`src/rtl/deserializador_fifo.sv`:
```
// deserializador_fifo
// Serial-to-parallel converter feeding a small word FIFO.
//
// Incoming bits are accepted on rising edges where write_in=1 and the buffer
// is not full. After WIDTH accepted bits, the assembled word is written into
// a DEPTH-entry FIFO. A consumer reads the oldest word on data_out while
// data_ready=1, and pops it by raising ack_in.
//
// Optional feature: define DESER_PARITY_EN to expect one extra even-parity
// bit after each word. Words with bad parity are dropped, and parity_err
// pulses high for one cycle.
//
// Parameters
//   WIDTH     : word width in bits (>= 2)
//   DEPTH     : FIFO depth in words (power of two, >= 2)
//   MSB_FIRST : 1 = first received bit ends up in bit WIDTH-1,
//               0 = first received bit ends up in bit 0
//
// Ports
//   clock      : single clock, rising edge
//   reset      : synchronous, active-high
//   data_in    : serial data bit
//   write_in   : data_in is valid this cycle
//   ack_in     : consumer takes data_out this cycle
//   status_out : buffer full, serial bits are refused
//   data_out   : oldest buffered word, zero while the buffer is empty
//   data_ready : buffer non-empty
//   parity_err : one-cycle pulse when a word is rejected for bad parity
module deserializador_fifo #(
    parameter int WIDTH     = 8,
    parameter int DEPTH     = 4,
    parameter int MSB_FIRST = 1
) (
    input  logic             clock,
    input  logic             reset,
    input  logic             data_in,
    input  logic             write_in,
    input  logic             ack_in,
    output logic             status_out,
    output logic [WIDTH-1:0] data_out,
    output logic             data_ready,
    output logic             parity_err
);
    localparam int CW = $clog2(WIDTH);
    localparam int PW = $clog2(DEPTH);
    localparam int OW = PW + 1;
    localparam logic [CW-1:0] LAST_BIT   = CW'(WIDTH - 1);
    localparam logic [OW-1:0] FULL_COUNT = OW'(DEPTH);

`ifdef DESER_PARITY_EN
    typedef enum logic [1:0] {IDLE, RECV, PARITY} state_t;
`else
    typedef enum logic {IDLE, RECV} state_t;
`endif

    state_t           state;
    state_t           state_next;
    logic [CW-1:0]    bit_cnt;
    logic [CW-1:0]    bit_cnt_next;
    logic [WIDTH-1:0] shift_reg;
    logic [WIDTH-1:0] shift_next;
    logic [WIDTH-1:0] push_word;
    logic [WIDTH-1:0] mem [DEPTH];
    logic [PW-1:0]    rd_ptr;
    logic [PW-1:0]    wr_ptr;
    logic [OW-1:0]    count;
    logic             accept;
    logic             shift_en;
    logic             push;
    logic             pop;
`ifdef DESER_PARITY_EN
    logic             parity_bad;
`endif

    // Full and ready flags come straight from the occupancy register.
    assign status_out = (count == FULL_COUNT);
    assign data_ready = (count != '0);
    assign accept     = write_in && !status_out;
    assign pop        = ack_in && data_ready;
    assign data_out   = data_ready ? mem[rd_ptr] : '0;

    // Shifting in the chosen direction places the first bit at the requested
    // end after exactly WIDTH shifts, so stale bits from a previous word are
    // always pushed out before the word is used.
    always_comb begin
        shift_next = shift_reg;
        if (MSB_FIRST != 0) begin
            shift_next = {shift_reg[WIDTH-2:0], data_in};
        end else begin
            shift_next = {data_in, shift_reg[WIDTH-1:1]};
        end
    end

    // Without parity the word is pushed on the edge that accepts its last bit,
    // so that bit must be taken from shift_next. With parity the word is
    // already complete in shift_reg when the parity bit arrives.
`ifdef DESER_PARITY_EN
    assign push_word = shift_reg;
`else
    assign push_word = shift_next;
`endif

    // Next-state logic for the receiver. The bit count only advances on
    // accepted bits, so a partial word waits indefinitely at its position.
    always_comb begin
        state_next   = state;
        bit_cnt_next = bit_cnt;
        shift_en     = 1'b0;
        push         = 1'b0;
`ifdef DESER_PARITY_EN
        parity_bad   = 1'b0;
`endif
        case (state)
            IDLE, RECV: begin
                if (accept) begin
                    shift_en = 1'b1;
                    if (bit_cnt == LAST_BIT) begin
                        bit_cnt_next = '0;
`ifdef DESER_PARITY_EN
                        state_next   = PARITY;
`else
                        state_next   = IDLE;
                        push         = 1'b1;
`endif
                    end else begin
                        bit_cnt_next = bit_cnt + CW'(1);
                        state_next   = RECV;
                    end
                end
            end
`ifdef DESER_PARITY_EN
            PARITY: begin
                if (accept) begin
                    state_next = IDLE;
                    // Even parity: data plus parity bit must XOR to zero.
                    if (^{shift_reg, data_in}) begin
                        parity_bad = 1'b1;
                    end else begin
                        push = 1'b1;
                    end
                end
            end
`endif
            default: begin
                state_next   = IDLE;
                bit_cnt_next = '0;
            end
        endcase
    end

    // Receiver state register.
    always_ff @(posedge clock) begin
        if (reset) begin
            state   <= IDLE;
            bit_cnt <= '0;
        end else begin
            state   <= state_next;
            bit_cnt <= bit_cnt_next;
        end
    end

    // Shift register, FIFO pointers and occupancy. Pointers wrap naturally
    // because DEPTH is a power of two.
    always_ff @(posedge clock) begin
        if (reset) begin
            shift_reg <= '0;
            rd_ptr    <= '0;
            wr_ptr    <= '0;
            count     <= '0;
        end else begin
            if (shift_en) begin
                shift_reg <= shift_next;
            end
            if (push) begin
                wr_ptr <= wr_ptr + PW'(1);
            end
            if (pop) begin
                rd_ptr <= rd_ptr + PW'(1);
            end
            case ({push, pop})
                2'b10:   count <= count + OW'(1);
                2'b01:   count <= count - OW'(1);
                default: count <= count;
            endcase
        end
    end

    // Storage array carries no reset; empty entries are never visible
    // because data_out is forced to zero while the buffer is empty.
    always_ff @(posedge clock) begin
        if (push) begin
            mem[wr_ptr] <= push_word;
        end
    end

`ifdef DESER_PARITY_EN
    // Registered so the error shows as a single-cycle pulse after the
    // rejected parity bit.
    always_ff @(posedge clock) begin
        if (reset) begin
            parity_err <= 1'b0;
        end else begin
            parity_err <= parity_bad;
        end
    end
`else
    assign parity_err = 1'b0;
`endif

endmodule

```
`config.mk`:
```
export PLATFORM = sky130hd
export DESIGN_NAME = deserializador_fifo
export DESIGN_NICKNAME = d
export VERILOG_FILES = /design/src/rtl/deserializador_fifo.sv
export SDC_FILE = /design/constraint.sdc
export NUM_CORES = 1
export LEC_CHECK = 0
export ABC_AREA = 1
export ABC_CLOCK_PERIOD_IN_PS = 5100
export BUFFER_PORTS_ARGS = -buffer_cell sky130_fd_sc_hd__buf_2
export CAP_MARGIN = 30
export CORE_UTILIZATION = 60
export DETAILED_ROUTE_END_ITERATION = 6
export PLACE_DENSITY = 0.79
export SLEW_MARGIN = 30
export SYNTH_ARGS = -nofsm -noshare
export SYNTH_HDL_FRONTEND = slang
export SYNTH_SLANG_ARGS = --single-unit
export TNS_END_PERCENT = 1
```
`constraint.sdc`:
```
create_clock -name clock -period 5.1 [get_ports clock]
set_clock_uncertainty 0.15 [all_clocks]
set_input_delay 1.53 -clock clock [delete_from_list [all_inputs] [get_ports clock]]
set_output_delay 1.53 -clock clock [all_outputs]
set_load 0.02 [all_outputs]
```
==> flow_summary.yaml <==
layout:
  nFillCells: 278
  final_common_cell: "nor2_1"
  syn_to_final_growth_pct: 5.314
  nNetsFinal: 243
  final_cell_mix: "nor2_1, edfxtp_1, nand2_1"
  drive_gt1_frac: 0.1169
  largest_register_ffs: 32
  diodes: 0
timing:
  post-route-min-period_ns: 3.552
  finalHoldViolCount: 0
  finalSetupViolCount: 0
  post-route-period-util: 0.6965
  drv_slew: 0
  tns_ns: 0
  relSlewSlack: 0.4808
  fmax_mhz: 281.5
  rsz0062_at_grt: "false"
  tightest_slew_ns: 0.7760
worst_setup_path:
  crit_arrival_ns: 1.87
  path_max_fanout: 17
  crit_path_end_kind: "output port"
  path_class: "flop to output port"
  slowest_stage: "dfxtp_1"
  crit_chain: "inv_2, o21ai_0, a21oi_1, buf_2"
  critPathTopFamily: "flip-flops"
  cpPeakStageDelay_ns: 0.73
  required_ns: 3.42
  crit_buf_inv: 2
  cp-start-kind: "flop"
power_and_ir_drop:
  power.density_nw_per_um2: 325.5
  total_power_mw: 0.7506
  vdd_drop_max_mv: 0.1565
  p_leak_nw: 0.9175
clock_tree:
  clockRootBuffer: "clkbuf_4"
  clock_sinks: 51
  htreeDepth: 2
  cts_buffers: 5
  clk_transition_reported_paths_ns: 0.13
  clockBufferDepth: 2
  clock_latency_ns: 0.35
  cts.hold.buffers_added: 0
  post_cts_resized: 0
  post_cts_buffers: 0
  cts_tree: "built"
global_routing:
  grt_pass1_vias: 1388
  grtUsageTotal: 0.2030
  grt_max_degree: 18
  grt_pass1_wl_um: 6065
  gr-total-overflow: 0
  antenna_found_initial: 0
route:
  firstDrtPassIters: 4
  drtIter0Drc: 41
  wl_per_cell_um: 12.89
  drc_errors: 0
  wl_um: 3570
  final_antenna_net_count: 0
  vias_per_cell: 5.224
  vias: 1447
logic_synthesis:
  ys_seq_area_frac: 0.6126
  syn_area_um2: 2190
  synth_fp_nets: 230
  synth-seq-cells: 51
  synthesis.instances: 217
  ys_types: 22
  syn_avg_cell_area_um2: 10.09
  yosys_warnings: 0
die:
  chipHeight_um: 62.41
  fp.dieW_um: 62.41
  fp.coreArea_um2: 3416
  initial_core_util: 0.6410
  row_count: 21
  die-area_um2: 3895
  pin_count: 16
place:
  post-dp-hpwl_um: 2405
  portBuffers: 14
  place.gp.congestion: 0.7422
run_status:
  status: "completed"
min_path:
  hp-class: "flop to flop"
job:
  drv_cap: 0
==> per-stage QoR <==
stage | utilization | hold WS [ns] | worst slack [ns] | cell area (µm²) | std cells
floorplan | - | 0.2947 | 2.205 | 2190 | 217
global placement | 0.6575 | 0.3056 | 2.048 | 2246 | 269
detailed placement | 0.6575 | 0.3147 | 1.967 | 2246 | 269
CTS | 0.6751 | 0.3334 | 1.549 | 2306 | 277
global route | 0.6751 | 0.3514 | 1.375 | 2306 | 277
finish | 0.6751 | 0.3353 | 1.548 | 2306 | 277
==> worst paths after layout <==
check,startpoint,end,slack [ns],cells past startpoint
setup / recovery,flop,data_out[4],1.55,4
hold / removal,bit_cnt[1],bit_cnt[1],0.34,2
setup reg to reg,bit_cnt[0],count[2],2.96,12
hold reg to reg,bit_cnt[1],bit_cnt[1],0.34,2
==> power by group <==
part	internal [mW]	total, mW	switching [mW]
sequential	0.443	0.456	0.0137
combinational	0.0348	0.112	0.0771
clock	0.0671	0.182	0.115
==> synthesized netlist by cell type <==
cell / n / area (µm²)
o21ai_0: 18 / 90.09
nand3_4: 1 / 17.52
ha_1: 7 / 87.58
nand3_1: 13 / 65.06
nand2_2: 2 / 12.51
nor2_1: 41 / 153.9
conb_1: 1 / 3.750
nand2_1: 24 / 90.09
inv_1: 22 / 82.58
dfxtp_1: 19 / 380.4
clkbuf_2: 1 / 5.000
fa_1: 1 / 20.02
clkbuf_8: 1 / 13.76
nand2_4: 1 / 11.26
nor2_4: 1 / 11.26
clkbuf_1: 1 / 3.750
edfxtp_1: 32 / 960.9
buf_4: 2 / 15.01
nand4_1: 2 / 12.51
a21oi_1: 23 / 115.1
buf_6: 3 / 33.78
inv_2: 1 / 3.750
==> routing by layer <==
layer / track usage / wire length [µm] / up-vias
met1: 0.2512 / 1631 / 662
met5: 0 / 0 / -
met4: 0.09012 / 44 / 0
met2: 0.3451 / 1739 / 32
met3: 0.03832 / 155 / 5
li1: - / - / 748
==> logic make-up after synthesis <==
| logic type | synth area share |
|---|---|
| and+or+nand+nor | 0.1709 |
| other | 0.001713 |
| buffers and inverters | 0.07199 |
| AOI/OAI and AO/OA | 0.09372 |
| DFF | 0.6126 |
| adders and majority gates | 0.04914 |
==> cell type report <==
class | count | area (µm²) | area share
Sequential cell | 51 | 1341 | 0.5817
Multi-Input combinational cell | 135 | 690.7 | 0.2995
Inverter | 23 | 86.33 | 0.03744
Timing Repair Buffer | 14 | 70.07 | 0.03039
Tap cell | 46 | 57.56 | 0.02496
Clock buffer | 7 | 55.05 | 0.02387
Clock inverter | 1 | 5.005 | 0.002170
==> worst reg2reg max path, delay by kind of cell, from the launching register on <==
family                   cells  cell delay (ns)
adder cells (fa/ha/maj)      4             1.02
buffers and inverters        2             0.14
AND/OR/NAND/NOR              6             0.41
flip-flops                   1             0.35
No activity file was read; power rests on OpenSTA's default activity.
